### src/rtl/inst_queue_if.sv
// Bundle of write, pop, flush and status signals shared between the fetch
// front-end (master) and the instruction queue (slave).
interface inst_queue_if #(
   parameter int DATA_W = 32,
   parameter int ADDR_W = 32,
   parameter int CNT_W  = 5
);
   logic              flush;
   logic              flush_keep_ds;
   logic              master_is_branch;
   logic              we1;
   logic              we2;
   logic [DATA_W-1:0] wdata1;
   logic [DATA_W-1:0] wdata2;
   logic [ADDR_W-1:0] waddr1;
   logic [ADDR_W-1:0] waddr2;
   logic              re1;
   logic              re2;
   logic [DATA_W-1:0] rdata1;
   logic [DATA_W-1:0] rdata2;
   logic [ADDR_W-1:0] raddr1;
   logic [ADDR_W-1:0] raddr2;
   logic              rvalid1;
   logic              rvalid2;
   logic              ds_out1;
   logic [CNT_W-1:0]  count;
   logic              empty;
   logic              almost_empty;
   logic              full;
   logic              overflow;
   logic [63:0]       issued_cnt;

   modport master (
      output flush, flush_keep_ds, master_is_branch,
      output we1, we2, wdata1, wdata2, waddr1, waddr2, re1, re2,
      input  rdata1, rdata2, raddr1, raddr2, rvalid1, rvalid2, ds_out1,
      input  count, empty, almost_empty, full, overflow, issued_cnt
   );

   modport slave (
      input  flush, flush_keep_ds, master_is_branch,
      input  we1, we2, wdata1, wdata2, waddr1, waddr2, re1, re2,
      output rdata1, rdata2, raddr1, raddr2, rvalid1, rvalid2, ds_out1,
      output count, empty, almost_empty, full, overflow, issued_cnt
   );
endinterface

### src/rtl/inst_queue.sv
// Dual-issue instruction queue: 2-wide push/pop FIFO of {instr, PC} with a
// delay-slot holding register that survives a branch flush.
module inst_queue #(
   parameter int DEPTH  = 16,
   parameter int DATA_W = 32,
   parameter int ADDR_W = 32,
   parameter int CNT_W  = $clog2(DEPTH) + 1
) (
   input logic         clk,
   input logic         rst_n,
   inst_queue_if.slave bus
);
   localparam int PTR_W = $clog2(DEPTH);

   typedef enum logic [1:0] {NORMAL, DS_WAIT, DS_HOLD} state_t;

   state_t            r_state;
   state_t            w_stateNext;
   logic [DATA_W-1:0] r_memData [DEPTH];
   logic [ADDR_W-1:0] r_memAddr [DEPTH];
   logic [PTR_W-1:0]  r_wrPtr;
   logic [PTR_W-1:0]  r_rdPtr;
   logic [CNT_W-1:0]  r_count;
   logic              r_brPend;
   logic              r_overflow;
   logic [63:0]       r_issuedCnt;
   logic [DATA_W-1:0] r_dsData;
   logic [ADDR_W-1:0] r_dsAddr;

   logic [PTR_W-1:0]  w_wrPtrPlus1;
   logic [PTR_W-1:0]  w_rdPtrPlus1;
   logic              w_geOne;
   logic              w_geTwo;
   logic              w_full;
   logic              w_fifoClear;
   logic [1:0]        w_pushN;
   logic [1:0]        w_popN;
   logic [1:0]        w_issueN;
   logic              w_wrAEn;
   logic              w_wrBEn;
   logic [DATA_W-1:0] w_wrAData;
   logic [ADDR_W-1:0] w_wrAAddr;
   logic              w_dsLoad;
   logic [DATA_W-1:0] w_dsLoadData;
   logic [ADDR_W-1:0] w_dsLoadAddr;
   logic              w_brPendNext;
   logic              w_overflowSet;

   assign w_wrPtrPlus1 = r_wrPtr + 1'b1;
   assign w_rdPtrPlus1 = r_rdPtr + 1'b1;
   assign w_geOne      = (r_count != '0);
   assign w_geTwo      = (r_count > CNT_W'(1));
   assign w_full       = (r_count > CNT_W'(DEPTH - 2));

   // Flush has priority over every same-cycle write and pop; in DS_WAIT the
   // first write goes to the delay-slot register and only wdata2 reaches the FIFO.
   always_comb begin
      w_stateNext   = r_state;
      w_fifoClear   = 1'b0;
      w_pushN       = 2'd0;
      w_popN        = 2'd0;
      w_issueN      = 2'd0;
      w_wrAEn       = 1'b0;
      w_wrBEn       = 1'b0;
      w_wrAData     = bus.wdata1;
      w_wrAAddr     = bus.waddr1;
      w_dsLoad      = 1'b0;
      w_dsLoadData  = bus.wdata1;
      w_dsLoadAddr  = bus.waddr1;
      w_brPendNext  = r_brPend;
      w_overflowSet = 1'b0;
      if (bus.flush) begin
         w_fifoClear  = 1'b1;
         w_brPendNext = 1'b0;
         w_stateNext  = NORMAL;
         if (bus.flush_keep_ds) begin
            if (w_geTwo) begin
               w_dsLoad     = 1'b1;
               w_dsLoadData = r_memData[w_rdPtrPlus1];
               w_dsLoadAddr = r_memAddr[w_rdPtrPlus1];
               w_stateNext  = DS_HOLD;
            end else if (bus.we1) begin
               w_dsLoad    = 1'b1;
               w_stateNext = DS_HOLD;
            end else begin
               w_stateNext = DS_WAIT;
            end
         end
      end else if (r_state == DS_WAIT) begin
         if (bus.we1) begin
            w_dsLoad    = 1'b1;
            w_stateNext = DS_HOLD;
            if (bus.we2 && !w_full) begin
               w_wrAEn   = 1'b1;
               w_wrAData = bus.wdata2;
               w_wrAAddr = bus.waddr2;
               w_pushN   = 2'd1;
            end
         end
      end else begin
         if (bus.we1) begin
            if (w_full) begin
               w_overflowSet = 1'b1;
            end else begin
               w_wrAEn = 1'b1;
               w_wrBEn = bus.we2;
               w_pushN = bus.we2 ? 2'd2 : 2'd1;
            end
         end
         if (r_state == DS_HOLD) begin
            if (bus.re1) begin
               w_issueN     = 2'd1;
               w_brPendNext = 1'b0;
               w_stateNext  = NORMAL;
            end
         end else if (bus.re1 && w_geOne) begin
            w_popN       = (bus.re2 && w_geTwo) ? 2'd2 : 2'd1;
            w_issueN     = w_popN;
            w_brPendNext = bus.master_is_branch;
         end
      end
   end

   always_ff @(posedge clk or negedge rst_n) begin
      if (!rst_n) r_state <= NORMAL;
      else        r_state <= w_stateNext;
   end

   always_ff @(posedge clk or negedge rst_n) begin
      if (!rst_n) begin
         r_wrPtr     <= '0;
         r_rdPtr     <= '0;
         r_count     <= '0;
         r_brPend    <= 1'b0;
         r_overflow  <= 1'b0;
         r_issuedCnt <= '0;
         r_dsData    <= '0;
         r_dsAddr    <= '0;
      end else begin
         if (w_fifoClear) begin
            r_wrPtr <= '0;
            r_rdPtr <= '0;
            r_count <= '0;
         end else begin
            r_wrPtr <= r_wrPtr + PTR_W'(w_pushN);
            r_rdPtr <= r_rdPtr + PTR_W'(w_popN);
            r_count <= r_count + CNT_W'(w_pushN) - CNT_W'(w_popN);
         end
         r_brPend    <= w_brPendNext;
         r_issuedCnt <= r_issuedCnt + 64'(w_issueN);
         if (w_overflowSet) r_overflow <= 1'b1;
         if (w_dsLoad) begin
            r_dsData <= w_dsLoadData;
            r_dsAddr <= w_dsLoadAddr;
         end
      end
   end

   always_ff @(posedge clk) begin
      if (w_wrAEn) begin
         r_memData[r_wrPtr] <= w_wrAData;
         r_memAddr[r_wrPtr] <= w_wrAAddr;
      end
      if (w_wrBEn) begin
         r_memData[w_wrPtrPlus1] <= bus.wdata2;
         r_memAddr[w_wrPtrPlus1] <= bus.waddr2;
      end
   end

   // Read ports only ever show entries present before the edge; invalid ports read as zero.
   always_comb begin
      bus.rdata1  = '0;
      bus.raddr1  = '0;
      bus.rdata2  = '0;
      bus.raddr2  = '0;
      bus.rvalid1 = 1'b0;
      bus.rvalid2 = 1'b0;
      bus.ds_out1 = 1'b0;
      case (r_state)
         NORMAL: begin
            bus.rvalid1 = w_geOne;
            bus.rvalid2 = w_geTwo;
            bus.ds_out1 = r_brPend;
            if (w_geOne) begin
               bus.rdata1 = r_memData[r_rdPtr];
               bus.raddr1 = r_memAddr[r_rdPtr];
            end
            if (w_geTwo) begin
               bus.rdata2 = r_memData[w_rdPtrPlus1];
               bus.raddr2 = r_memAddr[w_rdPtrPlus1];
            end
         end
         DS_HOLD: begin
            bus.rvalid1 = 1'b1;
            bus.ds_out1 = 1'b1;
            bus.rdata1  = r_dsData;
            bus.raddr1  = r_dsAddr;
         end
         default: ;
      endcase
   end

   assign bus.count        = r_count;
   assign bus.empty        = (r_count == '0);
   assign bus.almost_empty = (r_count == CNT_W'(1));
   assign bus.full         = w_full;
   assign bus.overflow     = r_overflow;
   assign bus.issued_cnt   = r_issuedCnt;
endmodule

### src/flat_wrapper.sv
// flat-port wrapper written by rule: the top's interface ports become plain ports
module inst_queue_flat 
#(
   parameter int DEPTH  = 16,
   parameter int DATA_W = 32,
   parameter int ADDR_W = 32,
   parameter int CNT_W  = $clog2(DEPTH) + 1
)
  (clk, rst_n, bus_flush, bus_flush_keep_ds, bus_master_is_branch, bus_we1, bus_we2, bus_wdata1, bus_wdata2, bus_waddr1, bus_waddr2, bus_re1, bus_re2, bus_rdata1, bus_rdata2, bus_raddr1, bus_raddr2, bus_rvalid1, bus_rvalid2, bus_ds_out1, bus_count, bus_empty, bus_almost_empty, bus_full, bus_overflow, bus_issued_cnt);
  inst_queue_if #(.DATA_W(DATA_W), .ADDR_W(ADDR_W), .CNT_W(CNT_W)) bus_i ();
  input logic clk;
  input logic rst_n;
  input wire logic [$bits(bus_i.flush)-1:0] bus_flush;
  input wire logic [$bits(bus_i.flush_keep_ds)-1:0] bus_flush_keep_ds;
  input wire logic [$bits(bus_i.master_is_branch)-1:0] bus_master_is_branch;
  input wire logic [$bits(bus_i.we1)-1:0] bus_we1;
  input wire logic [$bits(bus_i.we2)-1:0] bus_we2;
  input wire logic [$bits(bus_i.wdata1)-1:0] bus_wdata1;
  input wire logic [$bits(bus_i.wdata2)-1:0] bus_wdata2;
  input wire logic [$bits(bus_i.waddr1)-1:0] bus_waddr1;
  input wire logic [$bits(bus_i.waddr2)-1:0] bus_waddr2;
  input wire logic [$bits(bus_i.re1)-1:0] bus_re1;
  input wire logic [$bits(bus_i.re2)-1:0] bus_re2;
  output wire logic [$bits(bus_i.rdata1)-1:0] bus_rdata1;
  output wire logic [$bits(bus_i.rdata2)-1:0] bus_rdata2;
  output wire logic [$bits(bus_i.raddr1)-1:0] bus_raddr1;
  output wire logic [$bits(bus_i.raddr2)-1:0] bus_raddr2;
  output wire logic [$bits(bus_i.rvalid1)-1:0] bus_rvalid1;
  output wire logic [$bits(bus_i.rvalid2)-1:0] bus_rvalid2;
  output wire logic [$bits(bus_i.ds_out1)-1:0] bus_ds_out1;
  output wire logic [$bits(bus_i.count)-1:0] bus_count;
  output wire logic [$bits(bus_i.empty)-1:0] bus_empty;
  output wire logic [$bits(bus_i.almost_empty)-1:0] bus_almost_empty;
  output wire logic [$bits(bus_i.full)-1:0] bus_full;
  output wire logic [$bits(bus_i.overflow)-1:0] bus_overflow;
  output wire logic [$bits(bus_i.issued_cnt)-1:0] bus_issued_cnt;
  assign bus_i.flush = bus_flush;
  assign bus_i.flush_keep_ds = bus_flush_keep_ds;
  assign bus_i.master_is_branch = bus_master_is_branch;
  assign bus_i.we1 = bus_we1;
  assign bus_i.we2 = bus_we2;
  assign bus_i.wdata1 = bus_wdata1;
  assign bus_i.wdata2 = bus_wdata2;
  assign bus_i.waddr1 = bus_waddr1;
  assign bus_i.waddr2 = bus_waddr2;
  assign bus_i.re1 = bus_re1;
  assign bus_i.re2 = bus_re2;
  assign bus_rdata1 = bus_i.rdata1;
  assign bus_rdata2 = bus_i.rdata2;
  assign bus_raddr1 = bus_i.raddr1;
  assign bus_raddr2 = bus_i.raddr2;
  assign bus_rvalid1 = bus_i.rvalid1;
  assign bus_rvalid2 = bus_i.rvalid2;
  assign bus_ds_out1 = bus_i.ds_out1;
  assign bus_count = bus_i.count;
  assign bus_empty = bus_i.empty;
  assign bus_almost_empty = bus_i.almost_empty;
  assign bus_full = bus_i.full;
  assign bus_overflow = bus_i.overflow;
  assign bus_issued_cnt = bus_i.issued_cnt;
  inst_queue #(.DEPTH(DEPTH), .DATA_W(DATA_W), .ADDR_W(ADDR_W), .CNT_W(CNT_W)) u_core (.clk(clk), .rst_n(rst_n), .bus(bus_i));
endmodule
### config.mk
export PLATFORM = sky130hd
export DESIGN_NAME = inst_queue_flat
export DESIGN_NICKNAME = d
export VERILOG_FILES = /design/src/rtl/inst_queue_if.sv /design/src/rtl/inst_queue.sv /design/src/flat_wrapper.sv
export SDC_FILE = /design/constraint.sdc
export NUM_CORES = 2
export LEC_CHECK = 0
export CORE_ASPECT_RATIO = 0.75
export CORE_MARGIN = 2
export CORE_UTILIZATION = 51
export DETAILED_ROUTE_END_ITERATION = 12
export PLACE_DENSITY = 0.72
export SYNTH_ARGS = -nofsm -noshare
export SYNTH_HDL_FRONTEND = slang
export SYNTH_SLANG_ARGS = --single-unit
### constraint.sdc
create_clock -name clk -period 4.84 [get_ports clk]
set_input_delay 0.726 -clock clk [delete_from_list [all_inputs] [get_ports clk]]
set_output_delay 0.726 -clock clk [all_outputs]
set_load 0.02 [all_outputs]
==> results.toml <==
[critical_path]
end_kind = "output port"
startpoint = "u_core.r_rdPtr[0]"
r2r_slack_ns = 0.79
path_max_fanout = 13
worstSetupEndpoint = "bus_raddr2[24]"
r2r_end = "u_core.bus.issued_cnt[58]"
start_kind = "register"
reg2regPathDepth = 16
cp.arrival_ns = 4.00
cp.required_ns = 4.11
worstSetupPathType = "register to output port"
timing.rr.start = "u_core.bus.count[3]"

[drt]
routed_wl_um = 226000
vias = 45300
route.detailed.drc = 0
ant_nets = 0
first_pass_iters = 6
wire_per_inst_um = 35.1
avgViaCountPerCell = 7.03
dr.first_iter.drc_count = 6485

[power_and_ir_drop]
max-vdd-ir-drop_v = 0.000315
leakagePower_nw = 29.2
p_sw_share_pct = 32.0
p_sw_mw = 10.5
powerDensity_mw_per_mm2 = 410
p_int_mw = 22.4
seqPwrFrac_pct = 35.8
power.share.combinational_pct = 35.8
p_clk_share_pct = 28.4
total_power_mw = 32.9

[clock_tree]
insertion_delay_ns = 0.78
clk_pin_slew_ns = 0.06
cts_made_buffers = 120
clock_path_buffers = 3
cts_tree = "built"
ctsHoldBuffers = 0
cts_max_level = 3
cts.sinks = 1169
clockRootBuffer = "clkbuf_16"

[finish]
layout-drive-gt1-share_pct = 42.7
fill_cells = 10100
final_util_pct = 59.1
finalNonFillerCells = 6440
fin_area_sq_mm = 0.0804
syn_to_final_growth_pct = 14.6
fin_nets = 4697

[timing]
rsz0062_at_grt = "no"
slew_violations = 0
finalCritPeriodShare_pct = 97.7
setup_viol = 0
setup_ws_ns = 0.111
finalSetupTns_ns = 0
fin_hold_ws_ns = -0.0335
worstMarginPinSlew_ns = 1.15
fin_worst_skew_ns = 0.0723
fmax_mhz = 211
final-hold-violation-count = 4
slew_headroom_pct = 23.4
post-route-min-period_ns = 4.73

[global_routing]
antenna_found_initial = 22
grt_max_degree = 114
overflow = 0
grt_usage_pct = 31.6
grt_pass1_vias = 44100
grt_first_pass_wirelength_um = 322000

[placed_design]
gp_congestion = 0.836
dpl_cell_area_sq_mm = 0.0759
dp_cells = 6174
io_buffers = 340
place_ws_ns = 0.463
dp_hpwl_um = 127000

[yosys]
yosys_warnings = 0
synth-xor-area-share_pct = 0.873
synth_largest_area_cell = "edfxtp_1"
synth.top_cells.by_count = "edfxtp_1, mux2_4, mux4_2"
synth.top_cell.area_share_pct = 43.8
synthesis.area_sq_mm = 0.0702
synthMuxAreaShare_pct = 37.1
synthCells = 4336
ys_top_cells_by_area = "edfxtp_1, mux4_2, mux2_4, mux2_2, dfrtp_1"
synth-simple-area-share_pct = 3.29
async_flop_share_pct = 12.4
synthAdderAreaFrac_pct = 0.442
synth-seq-cells = 1169
synth.avg_cell_area_sq_um = 16.2
synth_cell_type_count = 77
synth-compound-area-share_pct = 5.70
synth_top_family_by_area = "multiplexers"
synth-edff-count = 1024
yosysSeqAreaShare_pct = 49.0
syn_nets = 4494
synth.most_common_cell = "edfxtp_1"
synth_flop_cell = "edfxtp_1"

[status]
outcome = "finished, violations left"
failed_checks = "negative hold slack"

[die]
core-area_sq_mm = 0.136
start_util_pct = 51.6
die_h_um = 325
rows = 117
io_pins = 341
dieArea_sq_mm = 0.141
die_x_um = 432

[worst_hold_path]
hold_path_class = "input pin to asynchronous set/reset pin"

[flow_run]
cap_viol_max_count = 0
layout by cell type, fill, tap and decap left out, drive strengths merged, types with 16 or more instances in the layout:
cell type,netlist,routed
nand2,108,108
clkinv,0,39
nand3,35,35
dfrtp,145,145
edfxtp,1024,1024
xnor2,36,36
nor3,22,22
nor2,105,105
o21ai,47,47
mux2,1024,1024
a21oi,143,143
clkdlybuf4s50,0,313
a21o,35,35
a2111oi,63,63
xor2,34,34
mux4,512,512
clkbuf,224,178
o22ai,98,98
buf,238,201
nor2b,59,59
a21boi,129,129
ha,16,16
inv,27,31
mux2i,97,97
and2b,16,16
worst min path at each step:
stage / start / end / slack [ns] / cells past startpoint
detailed placement: u_core.bus.issued_cnt[63] / u_core.bus.issued_cnt[63] / 0.46 / 1
global placement: u_core.bus.issued_cnt[63] / u_core.bus.issued_cnt[63] / 0.46 / 1
CTS: rst_n / u_core.r_dsData[8] / 0.09 / 1
global route: rst_n / u_core.r_dsData[7] / 0.008 / 1
finish: rst_n / u_core.r_dsData[8] / -0.03 / 1
floorplan: rst_n / u_core.bus.count[0] / 0.43 / 0
state kept, by name (all words and copies together) (netlist names), 4 cells and up:
register,flops
u_core.r_memData,512
u_core.bus.count,5
u_core.r_wrPtr,4
u_core.r_memAddr,512
u_core.bus.issued_cnt,64
u_core.r_rdPtr,4
u_core.r_dsAddr,32
u_core.r_dsData,32
layout make-up:
cell class                 count  area [sq um]  area share [%]
antenna                       10          25.0          0.0311
clock buffer                 175          3350            4.17
clock inverter                53           536           0.666
inverter                      27           109           0.135
multi-input combinational   2680         33900            42.1
sequential                  1169         34400            42.8
tap                         1785          2230            2.78
timing repair buffer         541          5890            7.33
routing by layer:
layer,part of all wire [%],track usage (%),vias up
met5,0.047,0,-
met4,2.9,9.39,18
met3,12,8.38,456
met2,45,47.2,3266
met1,40,45.3,23700
li1,-,-,17900
power by group through the flow:
stage | Sequential, mW | Combinational (mW) | Clock [mW]
3_3_place_gp | 11.9 | 11.3 | 0
4_1_cts | 11.8 | 11.5 | 9.40
2_1_floorplan | 11.9 | 7.17 | 0
5_1_grt | 11.8 | 12.4 | 9.81
3_5_place_dp | 12.0 | 11.4 | 0
6_report | 11.8 | 11.8 | 9.36
logic make-up (layout without fill, tap and decap cells):
logic type	Yosys count	count (layout)
buffers and inverters	489	796
multiplexers	1633	1633
AO/OA/AOI/OAI	532	533
AND/OR/NAND/NOR	421	422
flip-flops	1169	1169
other	0	10
XOR/XNOR	70	70
adder cells (fa/ha/maj)	22	22
repair_timing:
action / CTS / global route
pin swaps: 4 / 23
buffers inserted: 7 / 17
cloned: 1 / 3
setup endpoints to repair: 51 / 68
resized for setup: 25 / 50
critical path: stages, from the launching register on:
cell and delay (ns):
dfrtp_4 0.56, ha_4 0.41, buf_12 0.22, buf_6 0.21, mux4_2 0.50, a21boi_0 0.16
a2111oi_2 0.36, buf_4 0.22, nor2_1 0.05, clkdlybuf4s50_1 0.53
Note: power is estimated with default switching activity, not from simulation.
